### config.mk
export PLATFORM = sky130hd
export DESIGN_NAME = adc_int_to_float
export DESIGN_NICKNAME = d
export VERILOG_FILES = /design/src/rtl/adc_int_to_float.sv
export SDC_FILE = /design/constraint.sdc
export NUM_CORES = 1
export LEC_CHECK = 0
export ABC_CLOCK_PERIOD_IN_PS = 5900
export BUFFER_PORTS_ARGS = -buffer_cell sky130_fd_sc_hd__buf_2
export CAP_MARGIN = 20
export CORE_MARGIN = 3
export CORE_UTILIZATION = 28
export CTS_BUF_LIST = sky130_fd_sc_hd__clkbuf_2 sky130_fd_sc_hd__clkbuf_4 sky130_fd_sc_hd__clkbuf_8
export CTS_CLUSTER_DIAMETER = 100
export DETAILED_ROUTE_END_ITERATION = 8
export SETUP_SLACK_MARGIN = 0.15
export SLEW_MARGIN = 15
export SYNTH_ARGS = -nofsm -noshare
export SYNTH_HDL_FRONTEND = slang
export SYNTH_SLANG_ARGS = --single-unit
### constraint.sdc
create_clock -name i_CLK -period 5.9 [get_ports i_CLK]
set_input_delay 0.885 -clock i_CLK [delete_from_list [all_inputs] [get_ports i_CLK]]
set_output_delay 0.885 -clock i_CLK [all_outputs]
set_load 0.01 [all_outputs]
### src/rtl/adc_int_to_float.sv
// Converts signed ADC samples to IEEE-754 single-precision floats for the iir_lpf x-input.
// Exact conversion; the leading one is found by shifting one bit per clock.
module adc_int_to_float #(
    parameter int IN_W = 24
) (
    input  logic            i_CLK,
    input  logic            i_RSTN,
    input  logic [IN_W-1:0] i_ADC_DATA,
    input  logic            i_ADC_DATA_VALID,
    output logic            o_ADC_DATA_READY,
    output logic [31:0]     o_X_DATA,
    output logic            o_X_DATA_VALID,
    input  logic            i_X_DATA_READY,
    output logic            o_OVERRUN,
    input  logic            i_OVR_CLR
);

    localparam int K_W = (IN_W > 2) ? $clog2(IN_W) : 1;

    localparam logic [1:0] ST_IDLE = 2'd0;
    localparam logic [1:0] ST_NORM = 2'd1;
    localparam logic [1:0] ST_PACK = 2'd2;
    localparam logic [1:0] ST_SEND = 2'd3;

    logic [1:0]      state_q, state_d;
    logic            sign_q, sign_d;
    logic [IN_W-1:0] mag_q, mag_d;
    logic [K_W-1:0]  k_q, k_d;
    logic [31:0]     x_q, x_d;
    logic            vld_q, vld_d;
    logic            ovr_q, ovr_d;

    logic [7:0]      exp_w;
    logic [22:0]     mant_w;

    // Exponent falls by one per normalising shift; the implicit leading one is dropped.
    assign exp_w  = 8'(127 + IN_W - 1 - int'(k_q));
    assign mant_w = 23'(mag_q[IN_W-2:0]) << (24 - IN_W);

    always_comb begin
        state_d = state_q;
        sign_d  = sign_q;
        mag_d   = mag_q;
        k_d     = k_q;
        x_d     = x_q;
        vld_d   = 1'b0;
        case (state_q)
            ST_IDLE: begin
                if (i_ADC_DATA_VALID) begin
                    sign_d  = i_ADC_DATA[IN_W-1];
                    // Negation wraps the most negative value onto 2^(IN_W-1), which is its magnitude.
                    mag_d   = i_ADC_DATA[IN_W-1] ? -i_ADC_DATA : i_ADC_DATA;
                    k_d     = '0;
                    state_d = ST_NORM;
                end
            end
            ST_NORM: begin
                if ((mag_q == '0) || mag_q[IN_W-1]) begin
                    state_d = ST_PACK;
                end else begin
                    mag_d = mag_q << 1;
                    k_d   = k_q + K_W'(1);
                end
            end
            ST_PACK: begin
                x_d     = (mag_q == '0) ? 32'h0000_0000 : {sign_q, exp_w, mant_w};
                state_d = ST_SEND;
            end
            default: begin
                if (i_X_DATA_READY) begin
                    vld_d   = 1'b1;
                    state_d = ST_IDLE;
                end
            end
        endcase
    end

    // Set beats clear when both land in the same cycle.
    assign ovr_d = (i_ADC_DATA_VALID && (state_q != ST_IDLE)) ? 1'b1 :
                   (i_OVR_CLR ? 1'b0 : ovr_q);

    always_ff @(posedge i_CLK or negedge i_RSTN) begin
        if (!i_RSTN) begin
            state_q <= ST_IDLE;
            sign_q  <= 1'b0;
            mag_q   <= '0;
            k_q     <= '0;
            x_q     <= 32'h0;
            vld_q   <= 1'b0;
            ovr_q   <= 1'b0;
        end else begin
            state_q <= state_d;
            sign_q  <= sign_d;
            mag_q   <= mag_d;
            k_q     <= k_d;
            x_q     <= x_d;
            vld_q   <= vld_d;
            ovr_q   <= ovr_d;
        end
    end

    assign o_ADC_DATA_READY = (state_q == ST_IDLE);
    assign o_X_DATA         = x_q;
    assign o_X_DATA_VALID   = vld_q;
    assign o_OVERRUN        = ovr_q;

endmodule

---- After elaboration in Yosys (flattened, before gate mapping) ----
Index checks and enable logic that the tools add are counted.
storage, ports and cells
  register bits ........................... 66
  latch bits .............................. 0
  RAM bits ................................ 0
  memory bits (read-only) ................. 0
  bits of input ports ..................... 29
  output and inout bits ................... 35
  word-level logic and storage cells ...... 43
  memories kept ........................... 0
operators by class
  add/sub/neg operators ................... 3
  multiply operators ...................... 0
  div/mod/pow operators ................... 0
  $lt $le $gt $ge ......................... 0
  equal/unequal tests ..................... 5
  shifts and indexed selects .............. 0
  muxes and demuxes ....................... 16
  bitwise operators ....................... 0
  reductions and logical operators ........ 12
operator list
  operator                                         number
  two-way mux 24 bit                               3
  case mux 24 bit (2 select lines)                 1
  two-way mux 32 bit                               1
  zero test 24 bit                                 1
  negator 24 bit                                   1
  two-way mux 5 bit                                2
  case mux 5 bit (2 select lines)                  1
  subtractor 8 x 5 -> 8 bit, first input constant  1
  two-way mux 2 bit                                3
  != test 2 bit, second input constant             3
  case mux 2 bit (3 select lines)                  1
  AND reduction 3 bit                              2
  nonzero test 2 bit                               3
  adder 5 x 1 -> 5 bit, second input constant      1
  two-way mux 1 bit                                4
  nonzero test 4 bit                               1
  OR reduction 3 bit                               1
  == test 2 x 1 -> 1 bit, second input constant    1
  == test 2 bit, second input constant             1
  zero test 2 bit                                  1
  AND reduction 2 bit                              1
  logical AND 1 bit                                1
  logical OR 1 bit                                 1

---- Logic depth before layout (Yosys ltp) ----
Gate-level depths: netlist of run 1.
  word-level depth ........................ 4
  mapped depth ............................ 10
  gate-level depth less buffers ........... 7

---- Least setup slack after synthesis of run 1 ----
No wires, ideal clock.
  path type ............................... input -> register
  start point ............................. input i_ADC_DATA[1]
  end point ............................... register mag_q[13]
  library setup time ...................... 142 ps
  data arrival time ....................... 2274 ps
  required time ........................... 5758 ps
  setup slack ............................. 3483 ps
  cell stages on the path ................. 6
  buffers on the path ..................... 1
  path through ............................ or4_1 buf_2 or2_4 o31ai_4 xor2_1 o221ai_1
on the way
  cells in the longest elaborated chain, start to end .. 4
ends and longest elaborated chain
  what                              line  source
  from (decl)                       8     input logic [IN_W-1:0] i_ADC_DATA,
  negator 24 bit                    52    mag_d = i_ADC_DATA[IN_W-1] ? -i_ADC_DATA : i_ADC_DATA;
  two-way mux 24 bit                52
  two-way mux 24 bit                49    if (i_ADC_DATA_VALID) begin
  case mux 24 bit (2 select lines)  47    case (state_q)
  to (signal assigned)              94    mag_q <= mag_d;
  to (decl)                         27    logic [IN_W-1:0] mag_q, mag_d;
Every way passes these cells. The select of a mux whose other input is x is not followed.
A chain may end at the register's enable or synchronous reset.

---- Worst setup path after layout of run 1 ----
  start point ............................. register mag_q[20]
  end point ............................... register mag_q[17]
on the way
  cells in the longest elaborated chain, start to end .. 4
ends and longest elaborated chain
  what                           line  source
  zero test 24 bit               58    if ((mag_q == '0) || mag_q[IN_W-1]) begin
  logical OR 1 bit               58
  != test 2 bit (no line)        --
  AND reduction 3 bit (no line)  --
Every way passes these cells.

==> impl_metrics.env, run 1 <==
export IMPL_outcome="finished, final reports clean"
export IMPL_ctsRootBufferMaster="clkbuf_8"
export IMPL_post_cts_resized_instances=0
export IMPL_fp_dieH_um=119
export IMPL_worst_setup_path_end_kind="flop"
export IMPL_synthXorXnorAreaFrac_pct=4.89
export IMPL_ys_flop_type="dfrtp_1"
export IMPL_worst_clock_skew_on_the_final_layout_ps=11.3
export IMPL_setup_repair_after_global_routing_missed_its_margin="no"
export IMPL_synth_area_per_cell_um2=10.1
export IMPL_dp_slack_ps=3140
export IMPL_antenna_cells=0
export IMPL_ctsHtreeMaxLevel=3
export IMPL_power_density_mw_per_mm2=522
export IMPL_fp_dieW_um=119
export IMPL_area_overhead_of_the_layout_relative_to_synthesis_pct=19.5
export IMPL_design_area_mm2=0.00428
export IMPL_fillers=1269
export IMPL_rows=40
export IMPL_post_dr_wirelength_cell_um=16.0
export IMPL_postRouteAntennaNets=0
export IMPL_cts_tree="yes"
export IMPL_fin_crit_sh_pct=46.3
export IMPL_drtPass1Iterations=4
export IMPL_layout_setup_ws_ps=3170
export IMPL_edff_count_synth=0
export IMPL_ys_ff_latch=66
export IMPL_first_global_vias=2907
export IMPL_tns_ps=0
export IMPL_final_cell_mix="dfrtp_1, buf_2, nand2_1"
export IMPL_post_synthesis_instance_area_mm2=0.00358
export IMPL_synth_warnings=0
export IMPL_overall_power_after_layout_mw=2.23
export IMPL_simple_logic_cell_fraction_of_the_synthesized_area_pct=16.5
export IMPL_layout_cells_most_common="dfrtp_1"
export IMPL_synth_seq_area_share_pct=46.1
export IMPL_route_final_wire_length_um=9340
export IMPL_viasPerCell=5.02
export IMPL_crit_type="reg2reg"
export IMPL_detailedRoute_firstIterationViolations=166
export IMPL_slew_at_the_pin_closest_to_its_max_slew_limit_ps=862
export IMPL_period_minus_slack_ps=2730
export IMPL_synth_mux_area_fraction_pct=10.6
export IMPL_initial_utilization_pct=29.2
export IMPL_path_max_fanout=21
export IMPL_worst_min_delay_path_category="reg2reg"
export IMPL_worst_ir_drop_vdd_mv=0.170
export IMPL_tritoncts_num_sinks=66
export IMPL_number_of_pins_with_negative_max_slew_slack_in_the_final_report=0
export IMPL_vias=2932
export IMPL_place_congestion=0.914
export IMPL_post_place_cells=568
export IMPL_grt_first_pass_wirelength_um=15500
export IMPL_grt_util_all_layers_pct=13.5
export IMPL_synthAdderAreaFrac_pct=2.10
export IMPL_cts_setup_buffers=0
export IMPL_largest_buffer_count_on_any_clock_path=2
export IMPL_synth_compound_area_share_pct=15.4
export IMPL_clkTransAtPathRegs_ps=80
export IMPL_design_portCount=64
export IMPL_fmax_mhz=366
export IMPL_final_util_pct=34.9
export IMPL_report_final_hold_viol_count=0
export IMPL_async_reset_ff_share_pct=100
export IMPL_cp_start_kind="flop"
export IMPL_placedInstanceArea_mm2=0.00405
export IMPL_final_hold_slack_ps=504
export IMPL_cap_viol_max_count=0
export IMPL_tritoncts_num_buffers=9
export IMPL_layoutNonFillerInstCount=584
export IMPL_drc_errors=0
export IMPL_core_area_mm2=0.0123
export IMPL_mappedNetlistNets=391
export IMPL_leakagePower_nw=1.87
export IMPL_netlist_instances=356
export IMPL_finalSetupViolations=0
export IMPL_insertion_delay_to_the_later_sink_of_the_worst_skew_pair_ps=350
export IMPL_floorplan_die_area_mm2=0.0142
export IMPL_layout_nets=446
export IMPL_grt_overflow=0
export IMPL_cts_hold_fix_buffers=0
export IMPL_synth_top_family_by_area="simple AND/OR/NAND/NOR gates"
export IMPL_max_slew_margin_rel_pct=42.6
export IMPL_grt_start_max_net_pins=67
export IMPL_crit_required_ps=6140
export IMPL_final_layout_size_suffix_gt1_share_pct=29.3
export IMPL_critical_path_arrival_ps=2970
export IMPL_synth_cell_type_count=51
export IMPL_port_buffers=63
export IMPL_grt_antenna_before_repair=0
export IMPL_detailed_place_hpwl_um=6670
-- cell families (layout without fill, tap and decap cells) --
| kind of cell | count (synthesis) | count (layout) |
|---|---|---|
| xor gates and xnor gates | 20 | 20 |
| DFF | 66 | 66 |
| AOI/OAI and AO/OA | 76 | 76 |
| muxes | 34 | 34 |
| adders and majority gates | 6 | 6 |
| buffers and inverters | 40 | 100 |
| and+or+nand+nor | 114 | 114 |
-- critical path, cell delays in order (launching register included) --
cell and delay (ps):
dfrtp_1 430, nor4_1 420, nand4_1 290, o21ai_2 770, buf_4 360, mux2_2 350
-- synthesized netlist by cell type, types with 2 or more instances --
cell      number  area (um^2)
dfrtp_1       66         1650
xor2_1        12          105
nand4_1        5         31.3
nor3b_1        3         22.5
nor4_1        10         62.6
nand3b_1       3         22.5
nor2_1        22         82.6
a221oi_1       4         35.0
nor4b_1        2         17.5
o221ai_1       4         35.0
inv_1         17         63.8
clkbuf_1      17         63.8
nand3_1       10         50.1
o21ai_0       22          110
o211ai_1       3         22.5
o41ai_1        3         26.3
or3_1          5         31.3
a22oi_1        5         37.5
nor2b_1        3         18.8
a21oi_1        7         35.0
nand2_1       31          116
a221o_1        3         30.0
mux2i_1        4         40.0
o31ai_1        3         22.5
o22ai_1        9         56.3
o311ai_0       2         17.5
mux2_2        30          338
buf_2          5         25.0
nor3_1         9         45.0
xnor2_1        8         70.1
ha_1           6         75.1
and3_1         2         12.5
o41ai_2        2         32.5
or4_1          2         15.0
-- power breakdown --
group | switching [mW] | total, mW | internal, mW
clock network | 0.194 | 0.448 | 0.255
logic | 0.498 | 0.928 | 0.430
registers | 0.183 | 0.856 | 0.672
total | 0.875 | 2.23 | 1.36
-- registers in the layout, summed over array words and instances, names as in the netlist --
signal and cells:
state_q 2, o_OVERRUN 1, o_X_DATA_VALID 1, sign_q 1
mag_q 24, k_q 5, o_X_DATA 32
-- routing by layer --
layer	wire length [um]	global-route usage, %	vias up	share of wire (%)
met5	0	0	-	0
met4	138	3.77	0	1.5
met3	413	3.42	13	4.4
met2	4580	22.4	64	49
met1	4210	17.4	1444	45
li1	-	-	1411	-
-- final timing paths --
path | start | to | slack (ps) | cells past startpoint
max | mag_q[20] | mag_q[17] | 3170 | 5
min | o_X_DATA[4] | o_X_DATA[4] | 500 | 1
max reg2reg | mag_q[20] | mag_q[17] | 3170 | 5
min reg2reg | o_X_DATA[4] | o_X_DATA[4] | 500 | 1
max in group asynchronous | i_RSTN | o_X_DATA[19] | 4600 | 2
min in group asynchronous | i_RSTN | o_X_DATA[30] | 710 | 2
-- area by class of cell --
cell class	instances	area [um^2]	share of cell area (%)
multi-input combinational	250	1780	41.5
tap	168	210	4.91
sequential	66	1650	38.6
inverter	17	63.8	1.49
clock inverter	6	95.1	2.22
clock buffer	10	138	3.22
timing repair buffer	67	345	8.07
No activity file was read; power rests on OpenSTA's default activity.
==> run 2, diff against run 1 <==
Settings changed: ABC_CLOCK_PERIOD_IN_PS 5900 to 2700.
Clock period 5.9 ns to 2.7 ns, I/O delays scaled along.
==> impl_metrics.env, run 2 (synthesized netlist as in run 1, its figures left out) <==
export IMPL_outcome="finished, final reports clean"
export IMPL_grtUsageMet3_pct=3.80
export IMPL_place_congestion=0.956
export IMPL_setup_reg_to_reg_worst_slack_ps=570
export IMPL_largest_buffer_count_on_any_clock_path=2
export IMPL_cp_start_kind="flop"
export IMPL_critical_path_slowest_cell="dfrtp_1"
export IMPL_post_dr_wirelength_cell_um=16.0
export IMPL_leakagePower_nw=1.87
export IMPL_post_cts_resized_instances=0
export IMPL_grt_start_max_net_pins=67
export IMPL_grt_util_all_layers_pct=13.7
export IMPL_slew_at_the_pin_closest_to_its_max_slew_limit_ps=879
export IMPL_initial_utilization_pct=29.2
export IMPL_report_final_hold_viol_count=0
export IMPL_cts_tree="yes"
export IMPL_rows=40
export IMPL_crit_type="reg2reg"
export IMPL_drc_errors=0
export IMPL_worst_clock_skew_on_the_final_layout_ps=16.1
export IMPL_largest_reg_flops=32
export IMPL_port_buffers=63
export IMPL_min_delay_path_depth=2
export IMPL_fmax_mhz=470
export IMPL_regToRegStartpoint="state_q[0]"
export IMPL_hold_path_endpoint="o_OVERRUN"
export IMPL_power_density_mw_per_mm2=1110
export IMPL_seqCellArea_mm2=0.00165
export IMPL_tritoncts_num_buffers=9
export IMPL_fp_dieH_um=119
export IMPL_viasPerCell=5.06
export IMPL_postRouteAntennaNets=0
export IMPL_detailed_place_hpwl_um=6700
export IMPL_antenna_cells=0
export IMPL_vias=2969
export IMPL_number_of_pins_with_negative_max_slew_slack_in_the_final_report=0
export IMPL_layout_nets=449
export IMPL_worst_min_delay_path_category="in2reg"
export IMPL_final_layout_size_suffix_gt1_share_pct=29.8
export IMPL_insertion_delay_to_the_later_sink_of_the_worst_skew_pair_ps=350
export IMPL_gr_usage_met2_pct=22.5
export IMPL_layout_cells_most_common="dfrtp_1"
export IMPL_tns_ps=0
export IMPL_cp_num_buf_inv=2
export IMPL_path_max_fanout=20
export IMPL_grtUsageMet1_pct=17.5
export IMPL_fillers=1258
export IMPL_critical_path_top_delay_family="multiplexers"
export IMPL_detailedRoute_firstIterationViolations=168
export IMPL_grt_antenna_before_repair=0
export IMPL_grt_first_pass_wirelength_um=15700
export IMPL_critical_path_arrival_ps=2370
export IMPL_cell_depth_of_the_worst_flop_to_flop_path=7
export IMPL_worst_ir_drop_vdd_mv=0.330
export IMPL_r2r_end="mag_q[18]"
export IMPL_hold_path_origin="i_OVR_CLR"
export IMPL_cap_viol_max_count=0
export IMPL_clkTransAtPathRegs_ps=80
export IMPL_busiest_layer="met2"
export IMPL_overall_power_after_layout_mw=4.71
export IMPL_ctsRootBufferMaster="clkbuf_8"
export IMPL_max_slew_margin_rel_pct=41.4
export IMPL_timing_critical_path_from="state_q[0]"
export IMPL_cpPeakStageDelay_ps=400
export IMPL_ctsHtreeMaxLevel=3
export IMPL_cts_setup_buffers=0
export IMPL_final_cell_mix="dfrtp_1, buf_2, nand2_1"
export IMPL_first_global_vias=3011
export IMPL_period_minus_slack_ps=2130
export IMPL_design_portCount=64
export IMPL_floorplan_die_area_mm2=0.0142
export IMPL_crit_required_ps=2940
export IMPL_multi_input_comb_area_mm2=0.00178
export IMPL_worst_setup_path_end_kind="flop"
export IMPL_tritoncts_num_sinks=66
export IMPL_fin_crit_sh_pct=78.8
export IMPL_setup_repair_after_global_routing_missed_its_margin="no"
export IMPL_grt_overflow=0
export IMPL_core_area_mm2=0.0123
export IMPL_finalSetupViolations=0
export IMPL_cts_hold_fix_buffers=0
export IMPL_route_final_wire_length_um=9410
export IMPL_cells_along_the_critical_path="inv_1, ha_1, mux2i_1, a21oi_1, o21ai_2, buf_4, mux2_2"
export IMPL_area_overhead_of_the_layout_relative_to_synthesis_pct=18.9
export IMPL_fp_dieW_um=119
export IMPL_drtPass1Iterations=4
## run 2: changes by cell type in the layout (fill, tap and decap cells not counted)
cell	delta
clkinv_4	-1
inv_6	-3
buf_4	+2
clkinv_2	+3
bufinv_16	-2
clkbuf_4	+3
buf_12	+1
## run 2: per-stage QoR
| step | setup WS, ps | util (%) | cells | hold slack [ps] | cell area (um^2) |
|---|---|---|---|---|---|
| after floorplan | 763 | - | 356 | 109 | 3580 |
| after global placement | 526 | 33.3 | 571 | 486 | 4080 |
| after detailed placement | 464 | 33.3 | 571 | 490 | 4080 |
| after CTS | 573 | 34.7 | 587 | 227 | 4260 |
| after global routing | 407 | 34.7 | 587 | 268 | 4260 |
| final | 573 | 34.7 | 587 | 241 | 4260 |
## run 2: power breakdown
part	internal [mW]	total (mW)	switching (mW)	leakage, nW
clock	0.385	0.766	0.380	0.0974
sequential	1.47	1.87	0.399	0.803
combinational	0.975	2.08	1.10	0.967
## run 2: worst max-delay path by stage
stage	endpoint	cells after the start
4_1_cts	mag_q[18]	7
5_1_grt	state_q[1]	5
2_1_floorplan	mag_q[13]	6
3_3_place_gp	mag_q[22]	8
6_report	mag_q[18]	7
3_5_place_dp	mag_q[20]	8
## run 2: area by class of cell
type,count,share of cell area [%]
timing repair buffer,70,8.94
sequential,66,38.8
clock inverter,3,0.353
multi-input combinational,250,41.7
tap,168,4.94
clock buffer,13,3.76
inverter,17,1.50
## run 2: layer usage
layer | part of all wire, % | vias up
met5 | 0 | -
met4 | 1.2 | 0
met3 | 4.6 | 11
met2 | 49 | 76
met1 | 45 | 1467
li1 | - | 1415
==> run 3, diff against run 2 <==
Settings changed: ABC_CLOCK_PERIOD_IN_PS 2700 to 2200.
Clock period 2.7 ns to 2.2 ns, I/O delays scaled along.
==> impl_metrics.env, run 3 (synthesized netlist as in run 1, its figures left out) <==
export IMPL_cap_viol_max_count=0
export IMPL_post_dr_wirelength_cell_um=16.1
export IMPL_report_final_hold_viol_count=15
export IMPL_final_layout_size_suffix_gt1_share_pct=32.5
export IMPL_cp_start_kind="flop"
export IMPL_drc_errors=0
export IMPL_fp_dieH_um=119
export IMPL_clkTransAtPathRegs_ps=80
export IMPL_worst_clock_skew_on_the_final_layout_ps=9.99
export IMPL_cpPeakStageDelay_ps=460
export IMPL_antenna_cells=0
export IMPL_fp_dieW_um=119
export IMPL_met3WireLength_um=408
export IMPL_setup_repair_after_global_routing_missed_its_margin="no"
export IMPL_viasPerCell=5.07
export IMPL_design_portCount=64
export IMPL_critical_path_top_delay_family="compound AO/OA/AOI/OAI gates"
export IMPL_detailed_place_hpwl_um=6950
export IMPL_dp_slack_ps=61.9
export IMPL_number_of_pins_with_negative_max_slew_slack_in_the_final_report=0
export IMPL_power_density_mw_per_mm2=1410
export IMPL_cells_along_the_critical_path="nor4_1, nand4_1, o21ai_1, o311ai_0, a32o_1"
export IMPL_final_cell_mix="dfrtp_1, buf_2, nand2_1"
export IMPL_grt_overflow=0
export IMPL_vias=3019
export IMPL_finalSetupViolations=0
export IMPL_port_buffers=63
export IMPL_setup_reg_to_reg_worst_slack_ps=270
export IMPL_layout_nets=458
export IMPL_critical_path_slowest_cell="dfrtp_1"
export IMPL_placedInstanceArea_mm2=0.00417
export IMPL_layout_cells_most_common="dfrtp_1"
export IMPL_worst_min_delay_path_category="in2async"
export IMPL_design_area_mm2=0.00444
export IMPL_crit_type="reg2reg"
export IMPL_wirelength_met1_um=4340
export IMPL_area_overhead_of_the_layout_relative_to_synthesis_pct=23.9
export IMPL_drtPass1Iterations=4
export IMPL_ctsRootBufferMaster="clkbuf_8"
export IMPL_final_hold_slack_ps=-23.3
export IMPL_rows=40
export IMPL_overall_power_after_layout_mw=6.23
export IMPL_failing_checks="hold timing"
export IMPL_period_minus_slack_ps=1930
export IMPL_max_slew_margin_rel_pct=59.7
export IMPL_worst_ir_drop_vdd_mv=0.522
export IMPL_fillers=1230
export IMPL_grt_antenna_before_repair=0
export IMPL_tritoncts_num_sinks=66
export IMPL_grt_first_pass_wirelength_um=15800
export IMPL_path_max_fanout=5
export IMPL_layout_setup_ws_ps=269
export IMPL_place_congestion=0.892
export IMPL_largest_buffer_count_on_any_clock_path=2
export IMPL_fmax_mhz=518
export IMPL_route_final_wire_length_um=9620
export IMPL_fin_crit_sh_pct=87.8
export IMPL_r2r_end="state_q[1]"
export IMPL_insertion_delay_to_the_later_sink_of_the_worst_skew_pair_ps=350
export IMPL_cts_tree="yes"
export IMPL_detailedRoute_firstIterationViolations=188
export IMPL_grt_start_max_net_pins=67
export IMPL_core_area_mm2=0.0123
export IMPL_floorplan_die_area_mm2=0.0142
export IMPL_met2WireLength_um=4630
export IMPL_leakagePower_nw=1.93
export IMPL_cp_num_buf_inv=0
export IMPL_largest_reg_flops=32
export IMPL_crit_required_ps=2430
export IMPL_grt_util_all_layers_pct=13.8
export IMPL_postRouteAntennaNets=0
export IMPL_tritoncts_num_buffers=9
export IMPL_initial_utilization_pct=29.2
export IMPL_first_global_vias=3045
export IMPL_ctsHtreeMaxLevel=3
export IMPL_tns_ps=0
export IMPL_outcome="complete, but fails checks"
export IMPL_cell_depth_of_the_worst_flop_to_flop_path=5
export IMPL_regToRegStartpoint="mag_q[9]"
export IMPL_top_signal_layer_used="met4"
export IMPL_slew_at_the_pin_closest_to_its_max_slew_limit_ps=604
export IMPL_worst_setup_path_end_kind="flop"
export IMPL_critical_path_arrival_ps=2160
[run 3: cell count changes in the layout (fill, tap and decap cells not counted), moves of 2 or more]
| cell | change |
|---|---|
| clkbuf_4 | -3 |
| clkinv_2 | -2 |
| buf_12 | +2 |
| buf_4 | +6 |
| clkinvlp_4 | +2 |
| bufinv_16 | +2 |
| nor4_1 | -2 |
[run 3: metrics by stage]
step	hold WS (ps)	std cells	util (%)
after floorplan	34.4	356	-
after global placement	379	579	34.0
after detailed placement	378	579	34.0
after CTS	0.0602	595	35.8
after global routing	4.20	596	36.2
final	-23.3	596	36.2
[run 3: worst max-delay path by stage]
stage | slack (ps) | depth (start not counted) | end | from
after floorplan | 270 | 8 | k_q[1] | state_q[0]
after global placement | 150 | 6 | mag_q[13] | i_ADC_DATA[1]
after detailed placement | 60 | 9 | mag_q[20] | i_ADC_DATA[0]
after CTS | 170 | 6 | state_q[1] | mag_q[20]
after global routing | 160 | 7 | mag_q[20] | mag_q[20]
final | 270 | 5 | state_q[1] | mag_q[9]
[run 3: report_power, final]
part / total (mW) / internal [mW] / switching (mW)
Clock: 1.18 / 0.671 / 0.508
Sequential: 2.32 / 1.81 / 0.513
Combinational: 2.73 / 1.34 / 1.39
[run 3: routing by layer]
metal | vias to the layer above | track usage, %
met1 | 1475 | 17.8
met2 | 79 | 22.3
met3 | 18 | 2.90
met4 | 0 | 6.30
li1 | 1447 | -
met5 | - | 0
[run 3: layout make-up]
type,count,area (um^2),share of cell area [%]
multi-input combinational,250,1810,40.7
sequential,66,1650,37.3
timing repair buffer,79,477,10.7
tap,168,210,4.74
clock buffer,10,138,3.10
clock inverter,6,88.8,2.00
inverter,17,63.8,1.44
[run 3: repair_timing]
item                       CTS  global route
buffers inserted             0             1
hold buffers                 0             0
setup endpoints to repair    0            29
gates resized for setup      0             9
[run 3: worst reg2reg max path: stages, from the launching register on]
cell and delay (ps):
dfrtp_1 460, nor4_1 340, nand4_1 270, o21ai_1 250, o311ai_0 230, a32o_1 270
